### config.mk
export PLATFORM = sky130hd
export DESIGN_NAME = conware_row_feeder
export DESIGN_NICKNAME = d
export VERILOG_FILES = /design/src/rtl/conware_row_feeder.sv
export SDC_FILE = /design/constraint.sdc
export NUM_CORES = 1
export LEC_CHECK = 0
export CAP_MARGIN = 10
export CORE_AREA = 2 2 106 82
export DETAILED_ROUTE_END_ITERATION = 16
export DIE_AREA = 0 0 108 84
export GPL_TIMING_DRIVEN = 0
export PLACE_DENSITY = 0.63
export RECOVER_POWER = 50
export SLEW_MARGIN = 40
export SYNTH_ARGS = -nofsm -noshare
export SYNTH_HDL_FRONTEND = slang
export SYNTH_SLANG_ARGS = --single-unit
### constraint.sdc
create_clock -name clk -period 2.6 [get_ports clk]
set_input_delay 0.52 -clock clk [delete_from_list [all_inputs] [get_ports clk]]
set_output_delay 0.52 -clock clk [all_outputs]
set_load 0.02 [all_outputs]
### src/rtl/conware_row_feeder.sv
// conware_row_feeder
// Streams one Life generation out of a synchronous row memory as HEIGHT+2 rows:
// an all-zero top pad row, memory rows 0..HEIGHT-1, then an all-zero bottom pad
// row. A 4-entry FIFO with credit-based issue decouples the one-cycle memory
// read latency from downstream back-pressure.
//
// Ports:
//   clk, rst              single clock, synchronous active-high reset
//   start                 one-cycle frame request, honoured only when idle
//   busy, done            frame in progress / one-cycle completion pulse
//   mem_rd_en, mem_addr   memory read strobe and row address
//   mem_rdata             read data, valid one cycle after mem_rd_en
//   row_data, row_valid   FIFO head towards the row array
//   row_ready             downstream accepts the head row this cycle
//   row_last              head row is the bottom pad row
module conware_row_feeder #(
    parameter int WIDTH  = 8,
    parameter int HEIGHT = 8,
    parameter int ADDR_W = 3
) (
    input  logic              clk,
    input  logic              rst,
    input  logic              start,
    output logic              busy,
    output logic              done,
    output logic              mem_rd_en,
    output logic [ADDR_W-1:0] mem_addr,
    input  logic [WIDTH-1:0]  mem_rdata,
    output logic [WIDTH-1:0]  row_data,
    output logic              row_valid,
    input  logic              row_ready,
    output logic              row_last
);

    localparam int SLOT_W = $clog2(HEIGHT + 2);
    localparam logic [SLOT_W-1:0] LAST_SLOT = SLOT_W'(HEIGHT + 1);

    localparam logic [1:0] S_IDLE  = 2'd0;
    localparam logic [1:0] S_FETCH = 2'd1;
    localparam logic [1:0] S_DRAIN = 2'd2;
    localparam logic [1:0] S_DONE  = 2'd3;

    logic [1:0]        state_q, state_d;
    logic [SLOT_W-1:0] slot_q, slot_d;     // slot issued when issue_q is high
    logic              issue_q, issue_d;   // a slot issues in this cycle
    logic              rd_q, rd_d;         // registered memory strobe
    logic [ADDR_W-1:0] addr_q, addr_d;
    logic              v1_q, v1_d;         // slot issued last cycle, push now
    logic              r1_q, r1_d;         // that slot was a memory read
    logic              l1_q, l1_d;         // that slot was the bottom pad

    logic [WIDTH-1:0]  fifo_data_q [4];
    logic [WIDTH-1:0]  fifo_data_d [4];
    logic              fifo_last_q [4];
    logic              fifo_last_d [4];
    logic [1:0]        wr_ptr_q, wr_ptr_d;
    logic [1:0]        rd_ptr_q, rd_ptr_d;
    logic [2:0]        count_q, count_d;

    logic              push_s;
    logic              pop_s;
    logic              slot_is_read_s;

    // Next-state, FIFO and issue logic; the issue decision for the next cycle is
    // made here so the memory strobe and address leave the block from flops.
    always_comb begin
        state_d     = state_q;
        slot_d      = slot_q;
        fifo_data_d = fifo_data_q;
        fifo_last_d = fifo_last_q;
        wr_ptr_d    = wr_ptr_q;
        rd_ptr_d    = rd_ptr_q;

        push_s = v1_q;
        pop_s  = (count_q != 3'd0) && row_ready;

        if (push_s) begin
            fifo_data_d[wr_ptr_q] = r1_q ? mem_rdata : {WIDTH{1'b0}};
            fifo_last_d[wr_ptr_q] = l1_q;
            wr_ptr_d              = wr_ptr_q + 2'd1;
        end else begin
            wr_ptr_d = wr_ptr_q;
        end

        if (pop_s) begin
            rd_ptr_d = rd_ptr_q + 2'd1;
        end else begin
            rd_ptr_d = rd_ptr_q;
        end

        count_d = count_q + 3'(push_s) - 3'(pop_s);

        case (state_q)
            S_IDLE: begin
                if (start) begin
                    state_d = S_FETCH;
                    slot_d  = {SLOT_W{1'b0}};
                end else begin
                    state_d = S_IDLE;
                end
            end
            S_FETCH: begin
                if (issue_q) begin
                    if (slot_q == LAST_SLOT) begin
                        state_d = S_DRAIN;
                    end else begin
                        slot_d = slot_q + SLOT_W'(1);
                    end
                end else begin
                    state_d = S_FETCH;
                end
            end
            S_DRAIN: begin
                if (pop_s && fifo_last_q[rd_ptr_q]) begin
                    state_d = S_DONE;
                end else begin
                    state_d = S_DRAIN;
                end
            end
            S_DONE: begin
                state_d = S_IDLE;
            end
            default: begin
                state_d = S_IDLE;
            end
        endcase

        // Credit: next-cycle occupancy plus the slot that will then be in flight.
        issue_d = (state_d == S_FETCH) && ((count_d + 3'(issue_q)) < 3'd4);

        slot_is_read_s = (slot_d != {SLOT_W{1'b0}}) && (slot_d != LAST_SLOT);
        rd_d           = issue_d && slot_is_read_s;
        if (rd_d) begin
            addr_d = ADDR_W'(slot_d - SLOT_W'(1));
        end else begin
            addr_d = addr_q;
        end

        v1_d = issue_q;
        r1_d = rd_q;
        l1_d = issue_q && (slot_q == LAST_SLOT);
    end

    // State registers with synchronous reset.
    always_ff @(posedge clk) begin
        if (rst) begin
            state_q  <= S_IDLE;
            slot_q   <= {SLOT_W{1'b0}};
            issue_q  <= 1'b0;
            rd_q     <= 1'b0;
            addr_q   <= {ADDR_W{1'b0}};
            v1_q     <= 1'b0;
            r1_q     <= 1'b0;
            l1_q     <= 1'b0;
            wr_ptr_q <= 2'd0;
            rd_ptr_q <= 2'd0;
            count_q  <= 3'd0;
            for (int i = 0; i < 4; i++) begin
                fifo_data_q[i] <= {WIDTH{1'b0}};
                fifo_last_q[i] <= 1'b0;
            end
        end else begin
            state_q     <= state_d;
            slot_q      <= slot_d;
            issue_q     <= issue_d;
            rd_q        <= rd_d;
            addr_q      <= addr_d;
            v1_q        <= v1_d;
            r1_q        <= r1_d;
            l1_q        <= l1_d;
            wr_ptr_q    <= wr_ptr_d;
            rd_ptr_q    <= rd_ptr_d;
            count_q     <= count_d;
            fifo_data_q <= fifo_data_d;
            fifo_last_q <= fifo_last_d;
        end
    end

    assign busy      = (state_q == S_FETCH) || (state_q == S_DRAIN);
    assign done      = (state_q == S_DONE);
    assign mem_rd_en = rd_q;
    assign mem_addr  = addr_q;
    assign row_valid = (count_q != 3'd0);
    // Head is gated so an empty FIFO never shows stale rows from a prior frame.
    assign row_data  = row_valid ? fifo_data_q[rd_ptr_q] : {WIDTH{1'b0}};
    assign row_last  = row_valid && fifo_last_q[rd_ptr_q];

endmodule

==> reports/qor.csv <==
stage,metric,value,unit
placement,gp_congestion,0.824,
clocking,cts_buffers,9,
route,drt.antenna.violating_nets,0,
power,leakagePower,1.38,nW
grt,grt-ovfl-total,0,
timing,fin_crit_sh,104,%
critical_path,crit_chain,clkdlybuf4s15_1 -> o31ai_4 -> or2_4 -> buf_4 -> buf_4 -> fa_1 -> xnor3_2 -> xnor2_2 -> nor2_4 -> o311ai_4 -> or3_4 -> a21oi_2,
yosys,synth_edf_count,0,
power,intPower,1.74,mW
timing,whs,463,ps
grt,grt_max_degree,12,
run_status,violations,setup timing,
timing,final.min_clock_period,2690,ps
placement,port_buffers,26,
floorplanning,core.rowCount,29,
yosys,ys_ff_latch,57,
floorplanning,start_util,33.9,%
timing,hold_viol_final,0,
grt,grt_pass1_vias,2219,
critical_path,critPathSlowestCell,or3_4,
yosys,ys_seq_area_share,41.3,%
run_status,status,finished with violations,
critical_path,path_common_cell,buf_4,
placement,hpwl,4450,um
timing,fin_worst_skew,7.15,ps
yosys,yosysTopAreaCell,dfxtp_1,
power,pwr-share-clk,32.3,%
critical_path,required,2870,ps
worst_hold_path,min_from,fifo_last_q[0],
timing,finalSetupTns,-108,ps
timing,slew_viol_final,0,
yosys,yosys_warnings,0,
clocking,clkSinkCount,57,
finish,drive_gt1_share,17.8,%
yosys,ys_top_cells_by_area,"dfxtp_1 (41%), nor2_1 (9.6%), mux4_2 (7.3%)",
clocking,ctsHoldBuffers,0,
grt,antenna_found_initial,0,
route,routed_via_density,4.88,
timing,rsz0062_at_grt,true,
critical_path,critical_path.max_fanout,4,
finish,area_delta_synth_final,26.6,%
route,routed_wl,6590,um
power,net-switching-power,0.760,mW
power,comb_power_share,28.2,%
clocking,cts.htree.levels,3,
yosys,syn_nets,336,
timing,fmax,371,MHz
power,ir_drop,0.229,mV
yosys,ys.flop_type,dfxtp_1,
grt,grt_pass1_wl,11100,um
critical_path,worst_setup_path_start_kind,input pin,
route,firstDrtPassIters,4,
clocking,cts_tree,yes,
yosys,ys_async_sr_fraction,0,%
critical_path,reg2reg_from,count_q[1],
floorplanning,die-area,9070,um2
route,drc_errors,0,
critical_path,max_stage_delay,390,ps
route,drtIter0Drc,211,
timing,setup_slack,-93.7,ps
yosys,yosysMostFrequentCell,nor2_1,
route,routedWlPerCell,14.1,um
floorplanning,die_h,84,um
worst_hold_path,hold_depth,2,
finish,postLayoutCoreUtil,42.9,%
floorplanning,fp.dieW,108,um
flow_run,drv_cap,0,
clocking,clock_latency,340,ps
timing,tightest_slew,622,ps
finish,n_antenna_cell,0,
critical_path,cp-startpoint,row_ready,
power,seq_power_share,39.6,%
critical_path,r2r_cells,11,
clocking,path_clk_slew,60,ps
yosys,syn_area_per_cell,8.89,um2
yosys,ys_top_cells_by_count,"nor2_1 (71), dfxtp_1 (57), a21oi_1 (40)",
critical_path,critPathKind,in -> reg,
route,vias,2279,
yosys,yosysUniqueCellTypes,50,
timing,finalSetupViolCount,2,
yosys,synth_cells,311,
timing,slew-limit-headroom,58.5,%
finish,instances_no_fill,467,
finish,fin_nets,379,
clocking,root_buffer,clkbuf_8,
clocking,clockBufferDepth,2,
power,power.density,714,nW/um2
worst_hold_path,hold_path.class,reg -> reg,
yosys,synth_area,2760,um2
floorplanning,ioPinCount,28,
placement,dp.cells,445,
yosys,yosysTopAreaCellShare,41.3,%
floorplanning,core_area,8160,um2
critical_path,worstPathArrival,2960,ps
critical_path,end_kind,flop,
power,swShare,30.4,%
grt,track_usage,15.8,%
registers in the layout, indices dropped and copies added (netlist names), 2 cells and up:
| name | count |
|---|---|
| rd_ptr_q | 2 |
| mem_addr | 3 |
| slot_q | 4 |
| fifo_data_q | 32 |
| state_q | 2 |
| count_q | 3 |
| fifo_last_q | 4 |
| wr_ptr_q | 2 |
what timing repair did:
action | CTS | global route
resized for setup | 16 | 19
endpoints found under the setup margin | 13 | 9
buffers inserted | 3 | 5
pin swaps | 4 | 11
layout make-up:
| class | instances | area (um2) |
|---|---|---|
| Clock buffer | 13 | 149 |
| Inverter | 9 | 33.8 |
| Tap cell | 108 | 135 |
| Multi-Input combinational cell | 228 | 1590 |
| Fill cell | 828 | 4660 |
| Sequential cell | 57 | 1150 |
| Clock inverter | 3 | 40.0 |
| Timing Repair Buffer | 34 | 333 |
| Buffer | 15 | 72.6 |
worst max-delay path: cells and delay by family:
family	cells	cell delay [ps]
simple gates	3	800
buf+inv	3	500
xor+xnor	2	440
fa+ha+maj	1	360
compound gates	3	340
per-layer routing:
layer / wire, um / track usage, % / up-vias / share of wire, %
met2: 2950 / 23.8 / 52 / 45
li1: - / - / 1132 / -
met4: 76 / 4.20 / 0 / 1.2
met1: 3170 / 22.0 / 1089 / 48
met5: 0 / 0 / - / 0
met3: 398 / 4.92 / 6 / 6.0
per-stage QoR:
step	cell area (um2)	power, mW	setup slack (ps)
6_report	3500	2.50	-93.7
5_1_grt	3500	2.62	-163
4_1_cts	3410	2.44	-32.6
3_5_place_dp	3160	1.57	-577
3_3_place_gp	3160	1.56	-577
2_1_floorplan	2770	1.40	11.5
final timing paths:
check / endpoint / slack [ps]
setup reg to reg: mem_addr[1] / -80
hold reg to reg: fifo_last_q[0] / 460
setup / recovery: mem_addr[1] / -90
hold / removal: fifo_last_q[0] / 460
power by group through the flow:
stage          combinational [mW]  sequential, mW  clock [mW]
2_1_floorplan               0.420           0.979           0
4_1_cts                     0.648           0.974       0.817
3_3_place_gp                0.584           0.980           0
6_report                    0.703           0.989       0.806
5_1_grt                     0.770           0.995       0.857
3_5_place_dp                0.586           0.983           0
layout by cell type, fill, tap and decap left out, drive strengths merged, types with 3 or more instances in the layout:
cell,n
mux2i,4
ha,12
dlygate4sd2,3
a21oi,41
dlymetal6s2s,5
dfxtp,57
inv,9
and2,13
nand3,7
buf,13
o21ai,3
nand4,3
clkbuf,23
nor2b,5
xor2,3
clkdlybuf4s50,17
nor2,73
mux4,9
nand2,28
logic make-up after synthesis:
logic type               share of synthesized area, %
AND/OR/NAND/NOR                                  25.6
buffers and inverters                            3.98
multiplexers                                     8.92
adder cells (fa/ha/maj)                          6.16
AO/OA/AOI/OAI                                    11.6
XOR/XNOR                                         2.44
flip-flops                                       41.3
Power figures use the tool's default switching activity.
